## config.mk

```make
export PLATFORM = sky130hd
export DESIGN_NAME = mult_top
export DESIGN_NICKNAME = d
export VERILOG_FILES = /design/src/rtl/mult_pkg.sv /design/src/rtl/booth_mult_dp.sv /design/src/rtl/mult_top.sv /design/src/rtl/booth_mult_ctrl.sv
export SDC_FILE = /design/constraint.sdc
export NUM_CORES = 1
export LEC_CHECK = 0
export BUFFER_PORTS_ARGS = -buffer_cell sky130_fd_sc_hd__buf_2
export CAP_MARGIN = 40
export CORE_UTILIZATION = 35
export DETAILED_ROUTE_END_ITERATION = 10
export SYNTH_ARGS = -nofsm -noshare
export SYNTH_HDL_FRONTEND = slang
export SYNTH_SLANG_ARGS = --single-unit
```

## constraint.sdc

```tcl
create_clock -name clk_i -period 3.86 [get_ports clk_i]
set_input_delay 0.386 -clock clk_i [delete_from_list [all_inputs] [get_ports clk_i]]
set_output_delay 0.386 -clock clk_i [all_outputs]
set_load 0.02 [all_outputs]
```

## src/rtl/mult_pkg.sv

```systemverilog
// Shared types for the radix-2 Booth multiplier: datapath control bundle, Booth pair
// encodings and the controller state enum.
package mult_pkg;

  typedef struct packed {
    logic load_A;
    logic load_B;
    logic load_add;
    logic shift_HQ_LQ_Q_1;
    logic add_sub;
    logic clear;
  } mult_control_t;

  // {LQ[0], Q_1} patterns that require an accumulate step
  localparam logic [1:0] BOOTH_ADD = 2'b01;
  localparam logic [1:0] BOOTH_SUB = 2'b10;

  typedef enum logic [2:0] {
    IDLE,
    CLEAR,
    LOAD,
    EVAL,
    SHIFT,
    DONE
  } ctrl_state_t;

endpackage

```

## src/rtl/booth_mult_dp.sv

```systemverilog
// Radix-2 Booth shift/add datapath: HQ accumulator, LQ multiplier shift register and Q_1.
module booth_mult_dp
  import mult_pkg::*;
#(
  parameter int unsigned N = 8
) (
  input  logic          clk_i,
  input  mult_control_t mult_control_i,
  input  logic [N-1:0]  dp_a_i,
  input  logic [N-1:0]  dp_b_i,
  output logic [1:0]    dp_q_lsb_o,
  output logic [2*N-1:0] dp_y_o
);

  // HQ carries one guard bit so that subtracting -2^(N-1) cannot overflow
  logic [N:0]   hq_q;
  logic [N-1:0] lq_q;
  logic [N-1:0] m_q;
  logic         q1_q;
  logic [N:0]   m_ext;

  assign m_ext = {m_q[N-1], m_q};

  always_ff @(posedge clk_i) begin
    if (mult_control_i.clear) begin
      hq_q <= '0;
      q1_q <= 1'b0;
    end else if (mult_control_i.load_add) begin
      hq_q <= mult_control_i.add_sub ? hq_q + m_ext : hq_q - m_ext;
    end else if (mult_control_i.shift_HQ_LQ_Q_1) begin
      {hq_q, lq_q, q1_q} <= {hq_q[N], hq_q, lq_q};
    end
    if (mult_control_i.load_A) m_q <= dp_a_i;
    if (mult_control_i.load_B) lq_q <= dp_b_i;
  end

  assign dp_q_lsb_o = {lq_q[0], q1_q};
  assign dp_y_o     = {hq_q[N-1:0], lq_q};

endmodule

```

## src/rtl/mult_top.sv

```systemverilog
// Booth multiplier wrapper: sequencing controller plus shift/add datapath.
module mult_top
  import mult_pkg::*;
#(
  parameter int unsigned N = 8
) (
  input  logic           clk_i,
  input  logic           rst_i,
  input  logic           in_valid_i,
  output logic           in_ready_o,
  input  logic [N-1:0]   in_a_i,
  input  logic [N-1:0]   in_b_i,
  input  logic           abort_i,
  output logic           busy_o,
  output logic           out_valid_o,
  input  logic           out_ready_i,
  output logic [2*N-1:0] out_product_o
);

  logic [1:0]     dp_q_lsb;
  logic [2*N-1:0] dp_y;
  logic [N-1:0]   dp_a, dp_b;
  mult_control_t  mult_control;

  booth_mult_ctrl #(.N(N)) u_ctrl (
    .clk_i          (clk_i),
    .rst_i          (rst_i),
    .in_valid_i     (in_valid_i),
    .in_ready_o     (in_ready_o),
    .in_a_i         (in_a_i),
    .in_b_i         (in_b_i),
    .abort_i        (abort_i),
    .dp_q_lsb_i     (dp_q_lsb),
    .dp_y_i         (dp_y),
    .dp_a_o         (dp_a),
    .dp_b_o         (dp_b),
    .mult_control_o (mult_control),
    .busy_o         (busy_o),
    .out_valid_o    (out_valid_o),
    .out_ready_i    (out_ready_i),
    .out_product_o  (out_product_o)
  );

  booth_mult_dp #(.N(N)) u_dp (
    .clk_i          (clk_i),
    .mult_control_i (mult_control),
    .dp_a_i         (dp_a),
    .dp_b_i         (dp_b),
    .dp_q_lsb_o     (dp_q_lsb),
    .dp_y_o         (dp_y)
  );

endmodule

```

## src/rtl/booth_mult_ctrl.sv

```systemverilog
// Sequencing FSM for the radix-2 Booth shift/add multiplier: accepts an operand pair,
// steps the datapath through N evaluate/shift iterations and hands back the product.
module booth_mult_ctrl
  import mult_pkg::*;
#(
  parameter int unsigned N = 8
) (
  input  logic          clk_i,
  input  logic          rst_i,
  input  logic          in_valid_i,
  output logic          in_ready_o,
  input  logic [N-1:0]  in_a_i,
  input  logic [N-1:0]  in_b_i,
  input  logic          abort_i,
  input  logic [1:0]    dp_q_lsb_i,
  input  logic [2*N-1:0] dp_y_i,
  output logic [N-1:0]  dp_a_o,
  output logic [N-1:0]  dp_b_o,
  output mult_control_t mult_control_o,
  output logic          busy_o,
  output logic          out_valid_o,
  input  logic          out_ready_i,
  output logic [2*N-1:0] out_product_o
);

  localparam int unsigned CntW = $clog2(N);
  localparam logic [CntW-1:0] LastCnt = CntW'(N - 1);

  ctrl_state_t   state_q, state_d;
  logic [CntW-1:0] cnt_q, cnt_d;
  logic [N-1:0]  a_q, a_d;
  logic [N-1:0]  b_q, b_d;
  logic          in_ready_q, busy_q, out_valid_q;
  mult_control_t ctrl;
  logic          running;

  assign running = (state_q == CLEAR) || (state_q == LOAD) ||
                   (state_q == EVAL)  || (state_q == SHIFT);

  always_comb begin
    state_d = state_q;
    cnt_d   = cnt_q;
    a_d     = a_q;
    b_d     = b_q;
    ctrl    = '0;
    unique case (state_q)
      IDLE: begin
        if (in_valid_i) begin
          a_d     = in_a_i;
          b_d     = in_b_i;
          cnt_d   = '0;
          state_d = CLEAR;
        end
      end
      CLEAR: begin
        ctrl.clear = 1'b1;
        state_d    = LOAD;
      end
      LOAD: begin
        ctrl.load_A = 1'b1;
        ctrl.load_B = 1'b1;
        state_d     = EVAL;
      end
      EVAL: begin
        if (dp_q_lsb_i == BOOTH_ADD) begin
          ctrl.load_add = 1'b1;
          ctrl.add_sub  = 1'b1;
        end else if (dp_q_lsb_i == BOOTH_SUB) begin
          ctrl.load_add = 1'b1;
        end
        state_d = SHIFT;
      end
      SHIFT: begin
        ctrl.shift_HQ_LQ_Q_1 = 1'b1;
        if (cnt_q == LastCnt) begin
          state_d = DONE;
        end else begin
          cnt_d   = cnt_q + CntW'(1);
          state_d = EVAL;
        end
      end
      DONE: begin
        if (out_ready_i) state_d = IDLE;
      end
      default: state_d = IDLE;
    endcase
    // Abort suppresses the datapath update of the current cycle as well
    if (abort_i && running) begin
      state_d = IDLE;
      cnt_d   = cnt_q;
      ctrl    = '0;
    end
  end

  always_ff @(posedge clk_i or posedge rst_i) begin
    if (rst_i) begin
      state_q     <= IDLE;
      cnt_q       <= '0;
      a_q         <= '0;
      b_q         <= '0;
      in_ready_q  <= 1'b1;
      busy_q      <= 1'b0;
      out_valid_q <= 1'b0;
    end else begin
      state_q     <= state_d;
      cnt_q       <= cnt_d;
      a_q         <= a_d;
      b_q         <= b_d;
      in_ready_q  <= (state_d == IDLE);
      busy_q      <= (state_d == CLEAR) || (state_d == LOAD) ||
                     (state_d == EVAL)  || (state_d == SHIFT);
      out_valid_q <= (state_d == DONE);
    end
  end

  assign in_ready_o     = in_ready_q;
  assign busy_o         = busy_q;
  assign out_valid_o    = out_valid_q;
  assign dp_a_o         = a_q;
  assign dp_b_o         = b_q;
  assign mult_control_o = ctrl;
  assign out_product_o  = dp_y_i;

endmodule

```

==> results of run 1 <==
-- path summary, 6_finish.rpt --
check | from | endpoint | slack (ps) | cells after the start
max reg2reg | u_ctrl.state_q[2] | u_dp.hq_q[8] | 550 | 10
max | u_ctrl.state_q[2] | u_dp.hq_q[8] | 550 | 10
min in group clk_i | in_a_i[0] | u_ctrl.dp_a_o[0] | 290 | 2
min | rst_i | u_ctrl.state_q[2] | 70 | 2
max in group asynchronous | rst_i | u_ctrl.dp_b_o[0] | 3360 | 3
min reg2reg | u_ctrl.dp_a_o[0] | u_dp.m_q[0] | 450 | 0
-- placed cells by master, fill, tap and decap left out, types with 6 or more instances in the layout --
| cell | count |
|---|---|
| sky130_fd_sc_hd__a21oi_1 | 19 |
| sky130_fd_sc_hd__a22oi_1 | 7 |
| sky130_fd_sc_hd__buf_2 | 39 |
| sky130_fd_sc_hd__dfrtp_1 | 24 |
| sky130_fd_sc_hd__dfxtp_1 | 10 |
| sky130_fd_sc_hd__edfxtp_1 | 16 |
| sky130_fd_sc_hd__ha_1 | 12 |
| sky130_fd_sc_hd__inv_1 | 8 |
| sky130_fd_sc_hd__mux2_1 | 6 |
| sky130_fd_sc_hd__mux2_2 | 20 |
| sky130_fd_sc_hd__nor2_1 | 11 |
| sky130_fd_sc_hd__xnor2_1 | 6 |
| sky130_fd_sc_hd__xor2_1 | 7 |
-- registers in the layout, summed over array words and instances (netlist names) --
register,cells
u_ctrl.out_valid_o,1
u_dp.m_q,8
u_ctrl.state_q,3
u_ctrl.dp_a_o,8
u_dp.hq_q,9
u_dp.lq_q,8
u_ctrl.dp_b_o,8
u_ctrl.busy_o,1
u_dp.q1_q,1
u_ctrl.cnt_q,3
u_ctrl.in_ready_o,1
-- layout make-up --
type / instances / area share [%]
Sequential cell: 51 / 43.3
Multi-Input combinational cell: 149 / 40.6
Timing Repair Buffer: 42 / 7.87
Tap cell: 99 / 4.10
Clock buffer: 5 / 2.28
Inverter: 8 / 0.994
Clock inverter: 3 / 0.911
-- per-layer routing --
layer  routed length (µm)  share of wire [%]  vias up  track usage [%]
met2                 2170                 44       35             19.6
met1                 2470                 50      859             19.1
met5                    0                  0        -                0
met3                  148                3.0        7             3.05
li1                     -                  -      871                -
met4                  112                2.3        0             6.20
-- cell families after synthesis --
group / count (synthesis) / synth area share [%]
compound gates: 48 / 11.9
xor+xnor: 13 / 4.28
fa+ha+maj: 13 / 6.40
buf+inv: 24 / 4.99
flops: 51 / 49.2
mux: 28 / 12.2
simple gates: 47 / 11.1
-- report_power, final --
group / internal [mW] / switching, mW / leakage (nW)
clock network: 0.133 / 0.193 / 0.0463
logic: 0.369 / 0.382 / 0.709
registers: 0.762 / 0.140 / 0.532
total: 1.26 / 0.715 / 1.29
==> reports/results.tsv, run 1 <==
metric	value	unit
final hold slack	67.8	ps
stage delay of the slowest cell on the critical path	560	ps
placer congestion estimate	0.916	
net count of the finished layout	291	
max frequency	302	MHz
maximum number of buffers from clock root to sink	2	
violation count after the first detailed-routing iteration	49	
final worst-path cycle share	85.9	%
worst-path maximum fanout	14	
Design Power	1.98	mW
total detailed-routing wirelength	4900	µm
core utilization of the finished layout	41.4	%
kind of path behind the tightest hold check	input port to asynchronous set/reset pin	
via count of the first global-routing pass	1644	
Unique masters post-synth	47	
final global-route overflow total	0	
post-CTS sizing	0	
overall die height	89.2	µm
largest net degree at the start of global routing	19	
fill cell total of the finished layout	731	
post-cts hold buffer count	0	
setup slack at placement	580	ps
Die Area	0.00795	mm²
starting density of the core	36.5	%
relative slew slack	47.0	%
Worst EP required	4110	ps
total negative setup slack	0	ps
largest cells by area after synthesis	sky130_fd_sc_hd__dfrtp_1 23%, sky130_fd_sc_hd__edfxtp_1 18%, sky130_fd_sc_hd__mux2_2 8.5%	
Via Count	1772	
cell area after layout	0.00302	mm²
share of the synthesized area in the top cell type	22.6	%
DP Area	0.00293	mm²
final hold vios	0	
final-report max-slew violation count	0	
synthesized instance count	224	
Chip Width	89.2	µm
share of final-layout standard cells stronger than drive strength 1	31.8	%
type of destination of the critical path	flop	
storage element area	0.00131	mm²
post-placement cell count	349	
result of the run	finished, final reports clean	
number of buffers inserted during clock tree synthesis	5	
Final Setup Violations	0	
postcts setup bufs	0	
slowest stage cell, crit path	sky130_fd_sc_hd__dfrtp_1	
antenna violations before repair	0	
Via density	4.96	
total leakage power	1.29	nW
Port Buf Inserts	39	
1st-pass router iterations	4	
Buf+Inv Stages, Crit Path	0	
total core area	0.00729	mm²
wire length of the first global-routing pass	7980	µm
startpoint types	flop	
area of the multi-input gates	0.00123	mm²
Root Buffer Master	sky130_fd_sc_hd__clkbuf_8	
HPWL reported at the end of detailed placement	3620	µm
minimum setup slack in the final design	545	ps
cell family with most CP delay	simple AND/OR/NAND/NOR gates	
average size of a mapped cell	11.9	µm²
total global routing track utilization	13.5	%
row count	31	
clock latency reported for the late side of the worst-skew pair	310	ps
post-route non-filler standard cell count	357	
number of nets in the synthesized netlist	258	
Yosys warning count	0	
worst-margin pin slew	795	ps
Syn Std Cell Area	0.00266	mm²
residual DRC count	0	
sinks on the clock net	51	
post-layout minimum cycle time	3310	ps
most frequent cell after synthesis	sky130_fd_sc_hd__dfrtp_1	
cell mode on critical path	sky130_fd_sc_hd__a21oi_1	
top cells by count, synth	24 x sky130_fd_sc_hd__dfrtp_1, 20 x sky130_fd_sc_hd__mux2_2, 19 x sky130_fd_sc_hd__a21oi_1, 16 x sky130_fd_sc_hd__edfxtp_1, 12 x sky130_fd_sc_hd__ha_1	
H-tree levels	2	
cell area power density	655	mW/mm²
WS Path Type	flop to flop	
final setup skew	5.60	ps
Post-DRT Antenna Nets	0	
commonest register cell after synthesis	sky130_fd_sc_hd__dfrtp_1	
Worst-path clk slew	100	ps
FFs w/ async S/R, synth	49.0	%
number of flip-flops and latches in the synthesized netlist	51	
max cap viols	0	
Post-synth EDFFs	16	
cell-by-cell listing of the critical path	nor4bb_4 -> and2_1 -> mux2_1 -> fa_1 -> a21oi_1 -> o21bai_1 -> a21oi_1 -> xnor2_1 -> or3_1 -> a21oi_2	
clock tree from TritonCTS	done	
Antenna Cells	0	
drt wl/cell	13.7	µm
number of I/O pins	40	
Worst VDD drop	0.256	mV
Layout Area Growth over Synthesis	13.6	%
sequential cell area fraction in the yosys report	49.2	%
largest area contributor in the netlist	sky130_fd_sc_hd__dfrtp_1	
unrepaired setup endpoints after global routing	no	
arrival time of data at the critical path endpoint	3560	ps
Power figures use the tool's default switching activity.
==> run 2, diff against run 1 <==
CORE_UTILIZATION = 56   (was 35)
PLACE_DENSITY = 0.79   (was not set)
==> reports/results.tsv, run 2 (synthesized netlist as in run 1, its figures left out) <==
metric	value	unit	change
minimum setup slack in the final design	601	ps	+55.4 ps
stage delay of the slowest cell on the critical path	550	ps	about the same
Antenna Cells	0		unchanged
total detailed-routing wirelength	4570	µm	-6.6%
cell area power density	663	mW/mm²	+1.2%
global-route track usage on met3	4.70	%	+1.7 points
register bank with the most flops	u_dp.hq_q		
cell mode on critical path	sky130_fd_sc_hd__a21oi_1		
Worst EP required	4110	ps	about the same
post-route non-filler standard cell count	310		-13%
kind of path behind the tightest hold check	input port to asynchronous set/reset pin		
post-placement cell count	302		-13%
antenna violations before repair	0		unchanged
result of the run	finished, final reports clean		
Final Setup Violations	0		unchanged
Chip Width	70.9	µm	-20%
final global-route overflow total	0		unchanged
sinks on the clock net	51		unchanged
top library cells by usage in the layout, fill and taps aside	39 x sky130_fd_sc_hd__buf_2, 24 x sky130_fd_sc_hd__dfrtp_1, 20 x sky130_fd_sc_hd__mux2_2		
Die Area	0.00503	mm²	-37%
Port Buf Inserts	39		unchanged
Layout Area Growth over Synthesis	11.4	%	
type of destination of the critical path	flop		
fill cell total of the finished layout	343		-53%
final-report max-slew violation count	0		unchanged
row count	24		-23%
cell-by-cell listing of the critical path	nor4bb_4 -> and2_1 -> mux2_1 -> fa_1 -> a21oi_1 -> o21bai_1 -> a21oi_1 -> xnor2_1 -> or3_1 -> a21oi_2		
switching power summed over all nets	0.699	mW	-2.2%
startpoint types	flop		
commonest non-fill, non-tap cell in the layout	sky130_fd_sc_hd__buf_2		
postcts setup bufs	0		unchanged
max reg flops	9		unchanged
H-tree levels	2		unchanged
relative slew slack	53.2	%	+6.2 points
post-layout minimum cycle time	3260	ps	-55.4 ps
Root Buffer Master	sky130_fd_sc_hd__clkbuf_8		
Internal Power	1.26	mW	about the same
relative contribution of combinational cells to total power	38.0	%	about the same
maximum number of buffers from clock root to sink	2		unchanged
number of buffers inserted during clock tree synthesis	5		unchanged
largest net degree at the start of global routing	19		unchanged
worst-margin pin slew	703	ps	-92.3 ps
clock tree from TritonCTS	done		
total leakage power	1.29	nW	about the same
total core area	0.00447	mm²	-39%
post-cts hold buffer count	0		unchanged
net count of the finished layout	291		unchanged
1st-pass router iterations	7		+3
residual DRC count	0		unchanged
share of final-layout standard cells stronger than drive strength 1	31.8	%	unchanged
Worst VDD drop	0.365	mV	+42%
Post-DRT Antenna Nets	0		unchanged
max frequency	307	MHz	+1.7%
number of I/O pins	40		unchanged
clock latency reported for the late side of the worst-skew pair	300	ps	about the same
HPWL reported at the end of detailed placement	3460	µm	-4.3%
final worst-path cycle share	84.4	%	-1.4 points
slowest stage cell, crit path	sky130_fd_sc_hd__dfrtp_1		
Via Count	1730		-2.4%
clock network power share	16.2	%	-0.3 points
worst-path maximum fanout	14		unchanged
total negative setup slack	0	ps	unchanged
GR met1 Demand/Resource	26.6	%	+7.5 points
max cap viols	0		unchanged
unrepaired setup endpoints after global routing	no		
starting density of the core	59.5	%	+23 points
routing layer with the top usage in global route	met2		
violation count after the first detailed-routing iteration	72		+47%
drt wl/cell	14.8	µm	+7.5%
via count of the first global-routing pass	1694		+3.0%
final hold vios	0		unchanged
WS Path Type	flop to flop		
placer congestion estimate	0.837		-8.6%
wire length of the first global-routing pass	7780	µm	-2.4%
share of power burned in registers	45.9	%	+0.3 points
overall die height	70.9	µm	-20%
Worst-path clk slew	100	ps	about the same
total global routing track utilization	20.3	%	+6.8 points
Via density	5.58		+12%
post-CTS sizing	0		unchanged
setup slack at placement	613	ps	+33.4 ps
switching power share of the total	35.6	%	-0.54 points
final setup skew	9.03	ps	+3.43 ps
arrival time of data at the critical path endpoint	3510	ps	-50 ps
met2 demand-to-capacity share in global routing	33.9	%	+14 points
==> run 2: changes by cell type in the layout (fill, tap and decap cells not counted), sizes merged <==
cell and delta:
inv +1, clkinv -1
==> run 2: layout make-up <==
class | instances | area [µm²] | area share [%]
flip-flops and latches | 51 | 1310 | 44.1
multi-input cells | 149 | 1230 | 41.4
repair buffers | 42 | 238 | 8.02
clock buffers | 5 | 68.8 | 2.32
well taps | 52 | 65.1 | 2.20
inverters | 8 | 30.0 | 1.01
clock inverters | 3 | 27.5 | 0.929
==> run 2: worst max-delay path, delay by kind of cell, from the launching register on <==
family          cells  cell delay, ps
simple gates        3            1140
compound gates      4             560
xor+xnor            1              90
fa+ha+maj           1             440
mux                 1             410
flops               1             550
==> run 2: metal layers <==
| metal | vias to the layer above | routed length [µm] |
|---|---|---|
| met5 | - | 0 |
| met4 | 0 | 37 |
| met3 | 4 | 188 |
| met2 | 46 | 2240 |
| met1 | 812 | 2110 |
| li1 | 868 | - |
==> run 2: power by group through the flow <==
| stage | registers, mW | logic, mW | clock network (mW) |
|---|---|---|---|
| 6_report | 0.901 | 0.745 | 0.318 |
| 5_1_grt | 0.924 | 0.829 | 0.352 |
| 4_1_cts | 0.901 | 0.754 | 0.330 |
| 3_5_place_dp | 0.914 | 0.752 | 0 |
| 3_3_place_gp | 0.901 | 0.723 | 0 |
| 2_1_floorplan | 0.884 | 0.636 | 0 |
==> run 2: final timing paths <==
kind	startpoint	to	slack [ps]	depth (start not counted)
hold / removal	rst_i	u_ctrl.state_q[1]	90	2
hold reg to reg	u_ctrl.dp_a_o[3]	u_dp.m_q[3]	460	0
setup / recovery	u_ctrl.state_q[2]	u_dp.hq_q[8]	600	10
max in group asynchronous	rst_i	u_ctrl.dp_a_o[3]	3330	3
min in group clk_i	in_a_i[4]	u_ctrl.dp_a_o[4]	290	2
setup reg to reg	u_ctrl.state_q[2]	u_dp.hq_q[8]	600	10
==> run 2: through the flow <==
stage | hold slack, ps | util (%) | instance area [µm²] | power, mW
6_report | 86.6 | 66.2 | 2960 | 1.96
5_1_grt | 108 | 66.2 | 2960 | 2.10
4_1_cts | 79.1 | 66.2 | 2960 | 1.99
3_5_place_dp | 419 | 64.1 | 2870 | 1.67
3_3_place_gp | 426 | 63.3 | 2830 | 1.62
2_1_floorplan | 413 | - | 2660 | 1.52
